<file path="config.mk">
export PLATFORM = sky130hd
export DESIGN_NAME = regfile_write_arbiter
export DESIGN_NICKNAME = d
export VERILOG_FILES = /design/src/rtl/regfile_write_arbiter.sv
export SDC_FILE = /design/constraint.sdc
export NUM_CORES = 1
export LEC_CHECK = 0
export ABC_AREA = 1
export CAP_MARGIN = 20
export CORE_ASPECT_RATIO = 1.1
export CORE_MARGIN = 1.5
export CORE_UTILIZATION = 39
export CTS_CLUSTER_DIAMETER = 30
export DETAILED_ROUTE_END_ITERATION = 8
export GPL_TIMING_DRIVEN = 0
export PLACE_DENSITY_LB_ADDON = 0.12
export SLEW_MARGIN = 20
export SYNTH_ARGS = -nofsm -noshare
export SYNTH_HDL_FRONTEND = slang
export SYNTH_SLANG_ARGS = --single-unit
</file>
<file path="constraint.sdc">
create_clock -name i_Clk -period 2.3 [get_ports i_Clk]
set_input_delay 0.23 -clock i_Clk [delete_from_list [all_inputs] [get_ports i_Clk]]
set_output_delay 0.23 -clock i_Clk [all_outputs]
set_load 0.01 [all_outputs]
</file>
<file path="src/rtl/regfile_write_arbiter.sv">
// Round-robin arbiter for three register-file write requesters.
// It issues registered grants and drives the register-file write port.
module regfile_write_arbiter #(
    parameter int ADDR_WIDTH = 5,
    parameter int NUM_REQ    = 3
) (
    input  logic                  i_Clk,
    input  logic                  i_Rst,
    input  logic [NUM_REQ-1:0]    i_Req,
    input  logic [ADDR_WIDTH-1:0] i_Addr0,
    input  logic [ADDR_WIDTH-1:0] i_Addr1,
    input  logic [ADDR_WIDTH-1:0] i_Addr2,
    output logic [NUM_REQ-1:0]    o_Gnt,
    output logic                  o_WE,
    output logic [1:0]            o_WDSrc,
    output logic [ADDR_WIDTH-1:0] o_WAddr,
    output logic                  o_Busy
);

    // Handshake: i_Req[k] is the valid and o_Gnt[k] the ready/ack. A requester
    // holds i_Req[k], address and data until the end of the cycle in which
    // o_Gnt[k] is high; that cycle completes the transfer. Withdrawing before
    // a grant is legal and simply yields no grant.

    logic [NUM_REQ-1:0]    r_Gnt;
    logic                  r_WE;
    logic [1:0]            r_WDSrc;
    logic [ADDR_WIDTH-1:0] r_WAddr;
    logic [1:0]            r_Ptr;

    logic [NUM_REQ-1:0]    w_ReqEff;
    logic [1:0]            w_Order [3];
    logic [1:0]            w_Sel;
    logic                  w_Found;
    logic [ADDR_WIDTH-1:0] w_SelAddr;

    // The requester granted last cycle is masked so nobody wins twice in a row.
    assign w_ReqEff = i_Req & ~r_Gnt;

    always_comb begin
        w_Order[0] = 2'd0;
        w_Order[1] = 2'd1;
        w_Order[2] = 2'd2;
        case (r_Ptr)
            2'd1: begin
                w_Order[0] = 2'd1;
                w_Order[1] = 2'd2;
                w_Order[2] = 2'd0;
            end
            2'd2: begin
                w_Order[0] = 2'd2;
                w_Order[1] = 2'd0;
                w_Order[2] = 2'd1;
            end
            default: begin
                w_Order[0] = 2'd0;
                w_Order[1] = 2'd1;
                w_Order[2] = 2'd2;
            end
        endcase
    end

    // Scan from lowest priority to highest so the last match wins.
    always_comb begin
        w_Sel   = 2'd0;
        w_Found = 1'b0;
        for (int i = 2; i >= 0; i--) begin
            if (w_ReqEff[w_Order[i]]) begin
                w_Sel   = w_Order[i];
                w_Found = 1'b1;
            end
        end
    end

    always_comb begin
        w_SelAddr = i_Addr0;
        case (w_Sel)
            2'd1:    w_SelAddr = i_Addr1;
            2'd2:    w_SelAddr = i_Addr2;
            default: w_SelAddr = i_Addr0;
        endcase
    end

    always_ff @(posedge i_Clk) begin
        if (i_Rst) begin
            r_Gnt   <= '0;
            r_WE    <= 1'b0;
            r_WDSrc <= 2'd0;
            r_WAddr <= '0;
            r_Ptr   <= 2'd0;
        end else if (w_Found) begin
            r_Gnt   <= {{(NUM_REQ-1){1'b0}}, 1'b1} << w_Sel;
            // Register 0 is hard-wired; the request is consumed without a write.
            r_WE    <= (w_SelAddr != '0);
            r_WDSrc <= w_Sel;
            r_WAddr <= w_SelAddr;
            r_Ptr   <= (w_Sel == 2'd2) ? 2'd0 : w_Sel + 2'd1;
        end else begin
            r_Gnt <= '0;
            r_WE  <= 1'b0;
        end
    end

    assign o_Gnt   = r_Gnt;
    assign o_WE    = r_WE;
    assign o_WDSrc = r_WDSrc;
    assign o_WAddr = r_WAddr;
    assign o_Busy  = (|i_Req) | (|r_Gnt);

endmodule
</file>
[Word-level counts from Yosys, hierarchy flattened]
Index checks and enable logic that the tools add are counted.
Storage, ports and cells
  flip-flop bits (word level): 13
  bits of input ports: 20
  output and inout bits: 12
  logic and storage cells: 37
Operators by class
  add/subtract/negate cells: 1
  magnitude comparators: 3
  eq/ne operators: 4
  shift operators: 1
  mux-type cells: 15
  bitwise operators: 4
  reductions and logical operators: 4
Operators by type and width (count)
  case mux 6 bit (2 select lines): 1
  case mux 5 bit (2 select lines): 1
  less-than comparator 2 x 3 -> 1 bit (second input constant): 3
  two-way mux 2 bit: 4
  binary-select mux 1 bit (select 2 bit): 3
  two-way mux 1 bit: 6
  OR reduction 3 bit: 2
  nonzero test 5 bit: 1
  equality test 2 x 1 -> 1 bit (second input constant): 2
  equality test 2 bit (second input constant): 2
  bitwise AND 3 bit: 1
  inverter 3 bit: 1
  << shifter 1 x 2 -> 3 bit (first input constant): 1
  adder 2 x 1 -> 2 bit (second input constant): 1
  OR reduction 2 bit: 1
  inverter 1 bit: 1
  OR 1 bit: 1

[Logic depth before layout (Yosys ltp)]
Gate-level depths: netlist (run 1).
  word-level depth: 10
  gate-level depth with buffers: 18
  mapped depth without buffers: 18

[Worst setup path before layout (run 1)]
No wires, ideal clock.
  path type: register to register
  start: register r_Ptr[0]
  end: register r_WE (netlist: o_WE)
  setup time: 112 ps
  data arrival time: 2226 ps
  required time: 2188 ps
  path slack: -38 ps
  cell stages (with the launch flop): 19
  path buffers: 1
  period minus slack after synthesis: 2338 ps
  path through: dfxtp_1 > inv_1 > ha_1 > inv_1 > nand2_1 > nand3_2 > nand3_1 > nand2_1 > nand2_1 > nand2_1 > inv_1 > ha_1 > buf_2 > inv_1 > a21oi_1 > o2bb2ai_1 > nand4_1 > nor2_1 > nor2_1
Between the ends
  longest elaborated chain between the ends: 10
  elaborated cells between the ends (all ways): 21
  classes of those cells: eq/ne: 4; mux: 14; bitwise: 1; reduce/logical: 2
RTL lines
  start, declared: line 29  | logic [1:0] r_Ptr;
  start signal, assigned: line 97  | r_Ptr <= (w_Sel == 2'd2) ? 2'd0 : w_Sel + 2'd1;
  equality test 2 bit / equality test 2 x 1 -> 1 bit (equally long branches): line 44  | case (r_Ptr)
  case mux 6 bit (2 select lines) *: line 44
  binary-select mux 1 bit (select 2 bit): line 68  | if (w_ReqEff[w_Order[i]]) begin
  two-way mux 1 bit (implied by the code): line 68
  two-way mux 2 bit (2 in series): line 68
  two-way mux 2 bit *: line 68
  named net w_Sel[0]: line 33  | logic [1:0] w_Sel;
  equality test 2 bit / equality test 2 x 1 -> 1 bit (equally long branches): line 77  | case (w_Sel)
  case mux 5 bit (2 select lines) *: line 77
  nonzero test 5 bit *: line 94  | r_WE <= (w_SelAddr != '0);
  end signal, assigned: line 94
  end, declared: line 26  | logic r_WE;
Mark *: on every way through the listed nets, which the timed path passes. The rest lies on a longest branch. The select of a mux whose other input is x is not followed.
A chain may end at the register's enable or synchronous reset.

[Worst setup path in the final report (run 1)]
Ends and elaborated chain as after synthesis.

==> impl_metrics.tcl, run 1 <==
set metrics [dict create \
    cts.sinks 13 \
    synthTopCellsByArea "dfxtp_1 29%, nand2_1 23%, ha_1 8.4%" \
    rsz0062_at_grt "yes" \
    cts_max_level 1 \
    vias_per_cell 4.43 \
    dieWidth_um 48.7 \
    start_util 0.406 \
    max_slew_margin 0.839 \
    fin_hold_ws_ns 0.451 \
    gr-total-overflow 0 \
    vias 987 \
    fillers 206 \
    die_h_um 53.3 \
    final.setup_skew_ns 0.00743 \
    cts_tree "yes" \
    drt-pass1-iter-count 4 \
    synth-warning-count 0 \
    synth_top_cell_area_share 0.290 \
    ys_seq_area_frac 0.290 \
    grt_pass1_vias 971 \
    cap_violations 0 \
    drt_iter0_drc 11 \
    track_usage 0.192 \
    setup_viol 0 \
    cellPowerDensity_mw_per_mm2 1840 \
    critPathArrivalTime_ns 2.43 \
    clk_latency_ns 0.27 \
    min_period_over_period 0.981 \
    setup_ws_ns 0.0431 \
    holdPathStages 2 \
    synth_cells 135 \
    ant_nets 0 \
    p_total_mw 2.83 \
    ys_seq_elements 13 \
    io_pins 32 \
    placementRows 18 \
    fin_cells 223 \
    area_growth_pct 71.8 \
    wl_per_cell_um 10.2 \
    tightest_slew_ns 0.241 \
    drc 0 \
    cp.required_ns 2.48 \
    coreArea_mm2 0.00221 \
    syn_avg_cell_area_um2 6.65 \
    r2r-start "r_Ptr[0]" \
    min_from "o_WDSrc[1]" \
    dieArea_mm2 0.00260 \
    worstPathMaxFanout 8 \
    fmax_ghz 0.443 \
    io_buffers 31 \
    cts.path.max_buffers 2 \
    hold_buffers 0 \
    timing.rr.end "o_WE" \
    hp-class "reg2reg" \
    place_area_mm2 0.00126 \
    yosys.area.top_type "dfxtp_1" \
    antenna_found_initial 0 \
    grt_pass1_wl_um 3800 \
    critPathCaptureType "flop" \
    grt_max_degree 10 \
    synth.distinct_cells 23 \
    slew_viol_final 0 \
    clock-root-buffer "clkbuf_4" \
    stdcell_area_mm2 0.00154 \
    whs_endpoint "o_WDSrc[1]" \
    placedCellCount 196 \
    drive_gt1_frac 0.316 \
    finalHoldViolations 0 \
    cts_buffers 3 \
    status "complete, no violations" \
    reg2reg_depth 16 \
    dpl.hpwl_um 1620 \
    crit_type "reg2reg" \
    vdd_drop_max_mv 0.965 \
    reg2reg_slack_ns 0.04 \
    clkTransAtPathRegs_ns 0.08 \
    place_congestion 0.673 \
    wl_um 2270 \
    final_nets 220 \
    synth_area_um2 897 \
    layout_min_cycle_time_ns 2.26 \
    pre_cts_slack_ns -0.357 \
    start_kind "flop" \
    syn_nets 161 \
    antenna_cells 0 \
    leakage_nw 0.743 \
]
[metal layers]
metal  wire length [um]  track usage  vias to the layer above
li1                   -            -                      529
met3                108       0.0650                        0
met2               1240        0.395                       22
met4                  0       0.0286                        0
met1                926        0.190                      436
met5                  0            0                        -
[cell type report]
| cell class | count | area [um^2] | area share |
|---|---|---|---|
| buffer | 1 | 11.3 | 0.00731 |
| clock buffer | 4 | 26.3 | 0.0170 |
| inverter | 24 | 100 | 0.0649 |
| multi-input combinational | 97 | 617 | 0.400 |
| sequential | 13 | 263 | 0.170 |
| tap | 30 | 37.5 | 0.0244 |
| timing repair buffer | 54 | 487 | 0.316 |
[through the flow]
| step | util | TNS, ns |
|---|---|---|
| after global routing | 0.698 | -0.0829 |
| after floorplan | - | 0 |
| final | 0.698 | 0 |
| after CTS | 0.680 | 0 |
| after detailed placement | 0.571 | -1.22 |
| after global placement | 0.571 | -0.734 |
[Yosys cell counts]
master     count
nand2_1       56
inv_1         20
dfxtp_1       13
ha_1           6
nor3_1         5
nor2_1         4
inv_2          3
nand2_2        3
nand3_1        3
nand4_1        3
o21a_1         3
a21oi_1        2
nand3_2        2
nand3b_1       2
o2bb2ai_1      2
a21oi_4        1
buf_2          1
inv_4          1
nand2_4        1
nand3_4        1
nor2_2         1
nor2_8         1
o21ai_0        1
[timing repair]
action	in CTS	in global routing
setup buffers	21	3
setup endpoints to repair	6	12
gates resized for setup	18	8
cloned	0	0
pin swaps	9	9
[power by group]
part	internal [mW]	total, mW	switching (mW)
Clock	0.0672	0.136	0.0683
Combinational	1.19	2.32	1.12
Sequential	0.326	0.376	0.0495
[layout by cell type, fill, tap and decap left out, types with 2 or more instances in the layout]
cell / instances
nand2_1: 53
clkdlybuf4s50_1: 31
buf_4: 22
inv_1: 15
dfxtp_1: 11
nand2_2: 5
inv_2: 5
inv_4: 4
nor2_1: 4
nand3_1: 3
nor3_1: 3
nand4_1: 3
o21a_1: 3
clkbuf_4: 3
nand3_2: 2
nor3_2: 2
nand2_4: 2
buf_6: 2
a21oi_2: 2
o2bb2ai_2: 2
nand3b_1: 2
ha_4: 2
ha_2: 2
ha_1: 2
dfxtp_2: 2
[state kept, by name (all words and copies together) (netlist names)]
register  count
o_Gnt         3
o_WAddr       5
o_WDSrc       2
o_WE          1
r_Ptr         2
[kinds of logic after synthesis]
| family | count (synthesis) | synth area share |
|---|---|---|
| fa+ha+maj | 6 | 0.0837 |
| flops | 13 | 0.290 |
| simple gates | 82 | 0.438 |
| compound gates | 9 | 0.0795 |
| buf+inv | 25 | 0.109 |
[how the worst max path moves through the flow]
stage                        start    to  cells past startpoint
final                     r_Ptr[0]  o_WE                     16
after global routing      r_Ptr[0]  o_WE                     17
after CTS                 r_Ptr[0]  o_WE                     17
after detailed placement  i_Req[2]  o_WE                     16
after global placement    i_Req[2]  o_WE                     16
after floorplan           r_Ptr[0]  o_WE                     17
[worst max-delay path, cell delays in order (launching register included)]
cell       delay [ns]
dfxtp_2          0.35
inv_2            0.05
ha_4             0.26
nor3_2           0.20
inv_1            0.09
nand3_1          0.07
nand2_1          0.06
nand2_1          0.07
nand2_2          0.06
inv_2            0.08
ha_4             0.20
buf_6            0.13
buf_4            0.13
o2bb2ai_2        0.16
nand4_1          0.11
nor2_1           0.10
nor2_1           0.04
Power figures use the tool's default switching activity.
==> run 2, diff against run 1 <==
--- a/config.mk
+++ b/config.mk
@@ -5,7 +5,6 @@
 export SDC_FILE = /design/constraint.sdc
 export NUM_CORES = 1
 export LEC_CHECK = 0
-export ABC_AREA = 1
 export CAP_MARGIN = 20
 export CORE_ASPECT_RATIO = 1.1
 export CORE_MARGIN = 1.5
==> run 2 against run 1 <==
Against the previous run: sequential power decreased by 5%; clock skew decreased by 0.0019 ns; synthesized cell count decreased by 27%; worst setup slack improved by 0.015 ns; hold slack improved by 0.035 ns; critical path type unchanged; largest cell class unchanged.
==> impl_metrics.tcl, run 2 <==
set metrics [dict create \
    status "complete, no violations" \
    yosys-top-cells-count "14 x a21oi_1, 13 x dfxtp_1, 8 x nor2_1, 8 x o21ai_1" \
    switching_share 0.428 \
    syn_nets 125 \
    finalHoldViolations 0 \
    io_buffers 31 \
    final_cell_mix "31 x clkdlybuf4s50_1, 13 x buf_4, 11 x dfxtp_1" \
    synth.distinct_cells 32 \
    ys.flop_type "dfxtp_1" \
    synth_area_um2 853 \
    fmax_ghz 0.446 \
    vias_per_cell 5.24 \
    syn_avg_cell_area_um2 8.62 \
    critPathCaptureType "flop" \
    wl_um 2480 \
    clock-root-buffer "clkbuf_4" \
    cts_max_level 1 \
    drt-pass1-iter-count 5 \
    layout_min_cycle_time_ns 2.24 \
    dpl.hpwl_um 1470 \
    place_congestion 0.672 \
    p_switching_uw 821 \
    antenna_found_initial 0 \
    setup_viol 0 \
    wl_per_cell_um 14.1 \
    track_usage 0.191 \
    vdd_drop_max_mv 0.864 \
    area_growth_pct 73.5 \
    hold_buffers 0 \
    io_pins 32 \
    synthArstFlopShare 0 \
    cts_tree "yes" \
    leakage_nw 0.551 \
    setup_ws_ns 0.0585 \
    cts.path.max_buffers 2 \
    placementRows 17 \
    tightest_slew_ns 0.444 \
    cp.required_ns 2.46 \
    dieArea_mm2 0.00248 \
    p_int_mw 1.10 \
    synth_top_cell_area_share 0.305 \
    cts_buffers 3 \
    largest_register_ffs 5 \
    critPathArrivalTime_ns 2.40 \
    synth_cells 99 \
    finalSetupTns_ns 0 \
    synth-warning-count 0 \
    pre_cts_slack_ns -0.290 \
    clkTransAtPathRegs_ns 0.08 \
    fin_hold_ws_ns 0.486 \
    clk_latency_ns 0.28 \
    clockPowerShare 0.074 \
    stdcell_area_mm2 0.00148 \
    start_kind "flop" \
    die_h_um 52.1 \
    start_util 0.418 \
    gr-total-overflow 0 \
    cts.sinks 13 \
    slew_viol_final 0 \
    ys_seq_area_frac 0.305 \
    pwr-share-comb 0.739 \
    ant_nets 0 \
    fin_util 0.725 \
    synth-edff-count 0 \
    final_nets 175 \
    power_frac_seq 0.186 \
    final.setup_skew_ns 0.00550 \
    min_period_over_period 0.975 \
    synthTopCellsByArea "dfxtp_1 30%, ha_1 8.8%, a21oi_1 8.2%" \
    drc 0 \
    dieWidth_um 47.6 \
    coreArea_mm2 0.00204 \
    max_slew_margin 0.704 \
    vias 922 \
    hp-class "reg2reg" \
    yosys.area.top_type "dfxtp_1" \
    drive_gt1_frac 0.392 \
    grt_pass1_wl_um 3460 \
    yosysMostFrequentCell "a21oi_1" \
    crit_type "reg2reg" \
    grt_max_degree 11 \
    worstPathMaxFanout 6 \
    cap_violations 0 \
    antenna_cells 0 \
    cellPowerDensity_mw_per_mm2 1300 \
    place_area_mm2 0.00120 \
    mostFrequentLayoutCell "clkdlybuf4s50_1" \
    drt_iter0_drc 23 \
    ys_seq_elements 13 \
    grt_pass1_vias 888 \
]
run 2: changes by cell type in the layout (fill, tap and decap cells not counted), sizes merged, moves of 4 or more:
cell,before,now
a21oi,3,15
a22oi,0,5
buf,24,16
inv,24,6
nand2,60,7
nor3,5,1
o21ai,1,11
run 2: per-stage QoR:
stage          total power [mW]  std cells
2_1_floorplan              1.01         99
3_3_place_gp               1.28        158
3_5_place_dp               1.29        158
4_1_cts                    1.65        169
5_1_grt                    2.03        176
6_report                   1.92        176
run 2: worst paths after layout:
kind | endpoint | from | cells past startpoint | slack, ns
worst max-delay path | o_WE | r_Ptr[0] | 12 | 0.06
worst min-delay path | o_WAddr[0] | o_WAddr[0] | 2 | 0.49
worst max register to register | o_WE | r_Ptr[0] | 12 | 0.06
worst min register to register | o_WAddr[0] | o_WAddr[0] | 2 | 0.49
run 2: worst max-delay path, cell delays in order (launching register included):
cell and delay (ns):
dfxtp_2 0.33, buf_4 0.14, ha_4 0.18, nand2_2 0.07, nand2_1 0.06, a21oi_2 0.19
o21ai_4 0.10, buf_6 0.13, ha_4 0.31, buf_6 0.14, a21oi_2 0.06, nor4_1 0.28
a211oi_1 0.12
run 2: cells by family (layout without fill, tap and decap cells):
| kind of cell | count (synthesis) | after routing | share of synthesized area |
|---|---|---|---|
| AOI/OAI and AO/OA | 38 | 38 | 0.327 |
| and+or+nand+nor | 32 | 32 | 0.218 |
| adders and majority gates | 7 | 7 | 0.101 |
| DFF | 13 | 13 | 0.305 |
| buffers and inverters | 9 | 58 | 0.0484 |
run 2: layer usage:
metal | track usage | vias to the layer above | routed length [um]
met2 | 0.347 | 26 | 1360
met5 | 0 | - | 0
met3 | 0.0486 | 10 | 98
met4 | 0.0676 | 0 | 58
li1 | - | 459 | -
met1 | 0.204 | 427 | 955
run 2: final cells by class:
| type | count | area, um^2 |
|---|---|---|
| multi-input combinational | 77 | 686 |
| fill | 170 | 562 |
| timing repair buffer | 46 | 430 |
| sequential | 13 | 265 |
| tap | 28 | 35.0 |
| clock buffer | 4 | 26.3 |
| inverter | 6 | 22.5 |
| buffer | 2 | 15.0 |
run 2: what timing repair did:
action | 4_1_cts | 5_1_grt
gates resized for setup | 14 | 22
setup buffers | 8 | 7
pin swaps | 5 | 13
setup endpoints to repair | 6 | 6
run 2: power by group through the flow:
stage	Sequential [mW]	Clock [mW]	Combinational [mW]
6_report	0.358	0.143	1.42
5_1_grt	0.366	0.155	1.51
4_1_cts	0.353	0.141	1.16
3_5_place_dp	0.356	0	0.931
3_3_place_gp	0.353	0	0.923
2_1_floorplan	0.382	0	0.630
==> run 3, diff against run 2 <==
--- a/config.mk
+++ b/config.mk
@@ -5,7 +5,7 @@
 export SDC_FILE = /design/constraint.sdc
 export NUM_CORES = 1
 export LEC_CHECK = 0
-export CAP_MARGIN = 20
+export CAP_MARGIN = 25
 export CORE_ASPECT_RATIO = 1.1
 export CORE_MARGIN = 1.5
 export CORE_UTILIZATION = 39
==> results of run 3 <==
Final layout, timing and power as in run 2 (identical DEF).
